### src/rtl/uart_tx_sched_pkg.sv
// Shared definitions for the UART transmit scheduler: FSM state encoding and counter widths.
package uart_tx_sched_pkg;

   localparam int CNT_W   = 16;
   localparam int FLUSH_W = 24;

   localparam logic [2:0] IDLE    = 3'd0;
   localparam logic [2:0] RD      = 3'd1;
   localparam logic [2:0] LATCH   = 3'd2;
   localparam logic [2:0] SEND    = 3'd3;
   localparam logic [2:0] WAIT_HI = 3'd4;
   localparam logic [2:0] WAIT_LO = 3'd5;
   localparam logic [2:0] GAP     = 3'd6;

   typedef enum logic [2:0] {
      ST_IDLE    = IDLE,
      ST_RD      = RD,
      ST_LATCH   = LATCH,
      ST_SEND    = SEND,
      ST_WAIT_HI = WAIT_HI,
      ST_WAIT_LO = WAIT_LO,
      ST_GAP     = GAP
   } state_t;

   // Last count value of an N-cycle window; a zero-length window still lasts one cycle.
   function automatic logic [CNT_W-1:0] last_count(input int n);
      return (n <= 1) ? '0 : CNT_W'(n - 1);
   endfunction

endpackage

### src/rtl/uart_tx_flush_timer.sv
// Line-idle timer: counts cycles with buffered data and no new byte, flags when FLUSH_CYC is reached.
module uart_tx_flush_timer
   import uart_tx_sched_pkg::*;
#(
   parameter int FLUSH_CYC = 434000
) (
   input  logic sys_clk,
   input  logic sys_rst_n,
   input  logic rx_done,
   input  logic fifo_empty,
   input  logic clear,
   output logic flush_req
);

   logic [FLUSH_W-1:0] idle_cnt;

   // NOTE: sequential state uses non-blocking assignments so every register samples pre-edge values.
   always_ff @(posedge sys_clk or negedge sys_rst_n) begin
      if (!sys_rst_n) begin
         idle_cnt <= '0;
      end else if (rx_done || fifo_empty || clear) begin
         idle_cnt <= '0;
      end else if (idle_cnt != '1) begin
         idle_cnt <= idle_cnt + 1'b1;
      end
   end

   assign flush_req = (idle_cnt == FLUSH_W'(FLUSH_CYC));

endmodule

### src/rtl/uart_tx_sched.sv
// Transmit scheduler between the RX byte FIFO and the UART transmitter.
// Optional line-idle flush is built when UART_TX_FLUSH_EN is defined.
module uart_tx_sched #(
   parameter int AW        = 8,
   parameter int THRESH    = 16,
   parameter int GAP_CYC   = 0,
   parameter int BUSY_TO   = 64,
   parameter int FLUSH_CYC = 434000
) (
   input  logic          sys_clk,
   input  logic          sys_rst_n,
   input  logic          rx_done,
   input  logic          fifo_empty,
   input  logic          fifo_full,
   input  logic [AW-1:0] fifo_usedw,
   input  logic [7:0]    fifo_q,
   output logic          fifo_rdreq,
   output logic          tx_en,
   output logic [7:0]    tx_data,
   input  logic          tx_busy,
   output logic          sched_active,
   output logic          tx_err
);

   import uart_tx_sched_pkg::*;

   localparam logic [CNT_W-1:0] GAP_LAST = last_count(GAP_CYC);
   localparam logic [CNT_W-1:0] TO_LAST  = last_count(BUSY_TO);

   state_t           state;
   logic             burst;
   logic [CNT_W-1:0] gap_cnt;
   logic [CNT_W-1:0] to_cnt;
   logic             flush_req;
   logic             trigger;
   logic             burst_start;

   assign trigger     = !fifo_empty &&
                        ((fifo_usedw >= AW'(THRESH)) || fifo_full || flush_req);
   assign burst_start = (state == ST_IDLE) && trigger;

`ifdef UART_TX_FLUSH_EN
   uart_tx_flush_timer #(
      .FLUSH_CYC (FLUSH_CYC)
   ) u_flush_timer (
      .sys_clk    (sys_clk),
      .sys_rst_n  (sys_rst_n),
      .rx_done    (rx_done),
      .fifo_empty (fifo_empty),
      .clear      (burst_start),
      .flush_req  (flush_req)
   );
`else
   logic unused_flush;
   assign flush_req    = 1'b0;
   assign unused_flush = ^{rx_done, FLUSH_W'(FLUSH_CYC)};
`endif

   always_ff @(posedge sys_clk or negedge sys_rst_n) begin
      if (!sys_rst_n) begin
         state        <= ST_IDLE;
         burst        <= 1'b0;
         gap_cnt      <= '0;
         to_cnt       <= '0;
         fifo_rdreq   <= 1'b0;
         tx_en        <= 1'b0;
         tx_data      <= '0;
         sched_active <= 1'b0;
         tx_err       <= 1'b0;
      end else begin
         // NOTE: strobes default low here, so every branch that raises one yields a single-cycle pulse.
         fifo_rdreq <= 1'b0;
         tx_en      <= 1'b0;
         case (state)
            ST_IDLE: begin
               if (burst_start) begin
                  state        <= ST_RD;
                  fifo_rdreq   <= 1'b1;
                  burst        <= 1'b1;
                  sched_active <= 1'b1;
               end
            end
            ST_RD: begin
               state <= ST_LATCH;
            end
            ST_LATCH: begin
               tx_data <= fifo_q;
               tx_en   <= 1'b1;
               state   <= ST_SEND;
            end
            ST_SEND: begin
               // The tx_en cycle counts as the first cycle of the busy timeout window.
               to_cnt <= CNT_W'(1);
               state  <= ST_WAIT_HI;
            end
            ST_WAIT_HI: begin
               if (tx_busy) begin
                  state <= ST_WAIT_LO;
               end else if (to_cnt >= TO_LAST) begin
                  tx_err  <= 1'b1;
                  gap_cnt <= '0;
                  state   <= ST_GAP;
               end else begin
                  to_cnt <= to_cnt + 1'b1;
               end
            end
            ST_WAIT_LO: begin
               if (!tx_busy) begin
                  gap_cnt <= '0;
                  state   <= ST_GAP;
               end
            end
            ST_GAP: begin
               if (gap_cnt >= GAP_LAST) begin
                  if (!fifo_empty && (burst || trigger)) begin
                     state      <= ST_RD;
                     fifo_rdreq <= 1'b1;
                     burst      <= 1'b1;
                  end else begin
                     state        <= ST_IDLE;
                     burst        <= 1'b0;
                     sched_active <= 1'b0;
                  end
               end else begin
                  gap_cnt <= gap_cnt + 1'b1;
               end
            end
            default: begin
               state        <= ST_IDLE;
               burst        <= 1'b0;
               sched_active <= 1'b0;
            end
         endcase
      end
   end

endmodule

### config.mk
export PLATFORM = sky130hd
export DESIGN_NAME = uart_tx_sched
export DESIGN_NICKNAME = d
export VERILOG_FILES = /design/src/rtl/uart_tx_sched_pkg.sv /design/src/rtl/uart_tx_flush_timer.sv /design/src/rtl/uart_tx_sched.sv
export SDC_FILE = /design/constraint.sdc
export NUM_CORES = 1
export LEC_CHECK = 0
export ABC_AREA = 1
export BUFFER_PORTS_ARGS = -buffer_cell sky130_fd_sc_hd__buf_2
export CAP_MARGIN = 40
export CORE_ASPECT_RATIO = 1.1
export CORE_MARGIN = 2
export CORE_UTILIZATION = 47
export CTS_CLUSTER_SIZE = 30
export DETAILED_ROUTE_END_ITERATION = 10
export PLACE_DENSITY = 0.74
export SLEW_MARGIN = 20
export SYNTH_ARGS = -nofsm -noshare
export SYNTH_HDL_FRONTEND = slang
export SYNTH_SLANG_ARGS = --single-unit
### constraint.sdc
create_clock -name sys_clk -period 1.3 [get_ports sys_clk]
set_input_delay 0.13 -clock sys_clk [delete_from_list [all_inputs] [get_ports sys_clk]]
set_output_delay 0.13 -clock sys_clk [all_outputs]
set_load 0.05 [all_outputs]
==> run summary <==
Run status: finished, violations left
Failing checks: negative setup slack
DRT met1 WL: 1.33 mm
Gr usage total: 19.2%
Final worst slack: -0.0839 ns
Uppermost routed layer: met4
Layout area overhead: 36.6%
GPL Wtd Cong: 0.775
CTS tree: done
Cells after DPL: 252
Pwr Density: 2070 nW/µm²
Final setup viols: 15
Cell area after layout: 2030 µm²
Post-Syn Area: 1480 µm²
RR Startpoint: to_cnt[0]$_DFFE_PN0P_
RR Endpoint: to_cnt[5]$_DFFE_PN0P_
Synth cell types: 24
Clk_skew: 0.00954 ns
Period utilization: 106%
Avg Inst Size Synth: 8.43 µm²
Crit Path Category: flop to flop
Hold Crit Class: primary input to flop
Fmax: 723 MHz
Most frequent cells in the layout: 54 x nand2_1, 31 x dfrtp_1, 28 x buf_2
Clk slew on worst S/H paths: 0.10 ns
RSZ-0062 raised after global routing: true
1st-iter DRT viols: 42
Overflow left after global routing: 0
DRT antenna net count: 0
CTS Root Cell: clkbuf_4
Setup TNS: -1.07 ns
DRC viols: 0
Area after DPL: 1770 µm²
Die X: 57.6 µm
Peak supply drop: 2.07 mV
Max_cap viols: 0
Footprint of the multi-input gates: 622 µm²
CTS HTree Levels: 2
Gate Count Post-Synth: 176
Shortest period the worst path allows: 1.38 ns
Die height: 62.9 µm
Worst Path Arrival: 1.67 ns
CP max FO: 8
Cts bufs inserted: 5
Largest net degree at the start of global routing: 21
Vias in the first global route: 1244
R2R Setup Slk: -0.08 ns
Die area: 3620 µm²
LEAKAGE: 1.14 nW
CORE AREA: 3020 µm²
HPWL after DPL: 2.12 mm
WL final: 3.14 mm
Port buffer count: 28
Dpl ws: -0.120 ns
Pre-antenna DRT Iters: 4
Hold Path Cell Cnt: 3
Nets@finish: 258
First-pass GRT wire length: 5.27 mm
Hold Path Sink: tx_data[5]$_DFFE_PN0P_
Final hold violation count: 0
FF+latch area: 802 µm²
Commonest non-fill, non-tap cell in the layout: nand2_1
Hold Crit Start: fifo_q[5]
Row count: 21
Clock sinks: 32
R2r worst-path depth: 9
Wire length on met3: 155 µm
Vias post-DR: 1288
Initial Utilization: 49.1%
CP Launch Type: flop
Max_slew headroom: 78.7%
Warnings, synthesis: 0
Initial antenna violation count: 0
Critical Path End Type: flop
Worst-Skew Late Latency: 0.34 ns
WL met2: 1.61 mm
Via density per instance: 4.77
Routed len/inst: 11.6 µm
Sequential share of the synthesized area: 54.0%
# diodes: 0
Mapped Nets: 199
CP required: 1.59 ns
Final cell count without fillers: 270
Seq cells post-synth: 32
I/O pin count: 34
Slew Viols, Final: 0
# fillers: 240
Clock Tree Buf Depth: 2
Worst slew pin tran: 0.319 ns
Layout cells sized above 1: 36.0%
[critical path: stages (launching register included)]
cell     delay, ns
dfrtp_1       0.40
ha_2          0.19
nand2_2       0.08
nor2_2        0.04
nor2_2        0.15
nand3_4       0.13
nand2_8       0.12
buf_6         0.11
nand2_2       0.05
nand2_1       0.05
[worst max-delay path by stage]
| stage | slack, ns | endpoint | start |
|---|---|---|---|
| CTS | -0.08 | to_cnt[4]$_DFFE_PN0P_ | to_cnt[0]$_DFFE_PN0P_ |
| global route | -0.18 | to_cnt[5]$_DFFE_PN0P_ | to_cnt[0]$_DFFE_PN0P_ |
| detailed placement | -0.12 | to_cnt[3]$_DFFE_PN0P_ | to_cnt[1]$_DFFE_PN0P_ |
| finish | -0.08 | to_cnt[5]$_DFFE_PN0P_ | to_cnt[0]$_DFFE_PN0P_ |
| floorplan | -0.002 | to_cnt[11]$_DFFE_PN0P_ | to_cnt[0]$_DFFE_PN0P_ |
| global placement | -0.06 | to_cnt[7]$_DFFE_PN0P_ | to_cnt[1]$_DFFE_PN0P_ |
[repair_timing]
action / 4_1_cts / 5_1_grt
hold buffers: 8 / 0
pin swaps: 5 / 1
hold endpoints to repair: 39 / 0
setup buffers: 1 / 1
gates resized for setup: 11 / 16
setup endpoints to repair: 15 / 17
[stage by stage]
stage	power [mW]	hold WS [ns]	utilization, %
4_1_cts	4.12	0.00462	65.3
2_1_floorplan	2.77	-0.166	-
3_5_place_dp	3.27	0.0434	58.7
3_3_place_gp	3.22	0.0460	58.7
5_1_grt	4.47	0.0362	67.1
6_report	4.20	0.0253	67.1
[layout make-up]
type | count | area share, %
clock buffers | 6 | 2.04
clock inverters | 2 | 1.73
inverters | 25 | 5.00
multi-input cells | 117 | 30.7
flip-flops and latches | 32 | 39.6
well taps | 34 | 2.10
repair buffers | 54 | 18.9
[sequential cells by signal (all words and copies together) (netlist names)]
| register | flops |
|---|---|
| to_cnt | 16 |
| tx_data | 8 |
| state | 3 |
| burst | 1 |
| fifo_rdreq | 1 |
| sched_active | 1 |
| tx_en | 1 |
| tx_err | 1 |
[report_power, final]
| part | internal, mW | switching [mW] | leakage [nW] | total [mW] |
|---|---|---|---|---|
| logic | 0.675 | 1.37 | 0.673 | 2.05 |
| registers | 1.24 | 0.164 | 0.420 | 1.41 |
| clock network | 0.403 | 0.343 | 0.0422 | 0.746 |
| total | 2.32 | 1.88 | 1.14 | 4.20 |
[per-layer routing]
| layer | GRT usage [%] | up-vias |
|---|---|---|
| met3 | 6.63 | 5 |
| met5 | 0 | - |
| li1 | - | 648 |
| met4 | 6.10 | 0 |
| met2 | 31.8 | 32 |
| met1 | 23.1 | 603 |
[logic make-up after synthesis]
family	after synthesis	share of synthesized area, %
simple gates	107	32.5
flops	32	54.0
buf+inv	27	8.43
compound gates	6	2.45
xor+xnor	3	1.77
fa+ha+maj	1	0.843
[cell usage after synthesis, drive strengths merged]
cell | number | share of area (%)
buf | 2 | 2.1
nor2 | 29 | 8.9
dfrtp | 32 | 54
or2 | 1 | 0.42
xor2 | 2 | 1.2
clkinv | 1 | 0.25
nand3 | 12 | 5.2
inv | 24 | 6.1
o21ai | 2 | 0.67
nand2 | 63 | 17
ha | 1 | 0.84
nor3 | 2 | 0.67
a21o | 1 | 0.59
o21bai | 1 | 0.51
a21oi | 2 | 0.67
xnor2 | 1 | 0.59
Power figures use the tool's default switching activity.
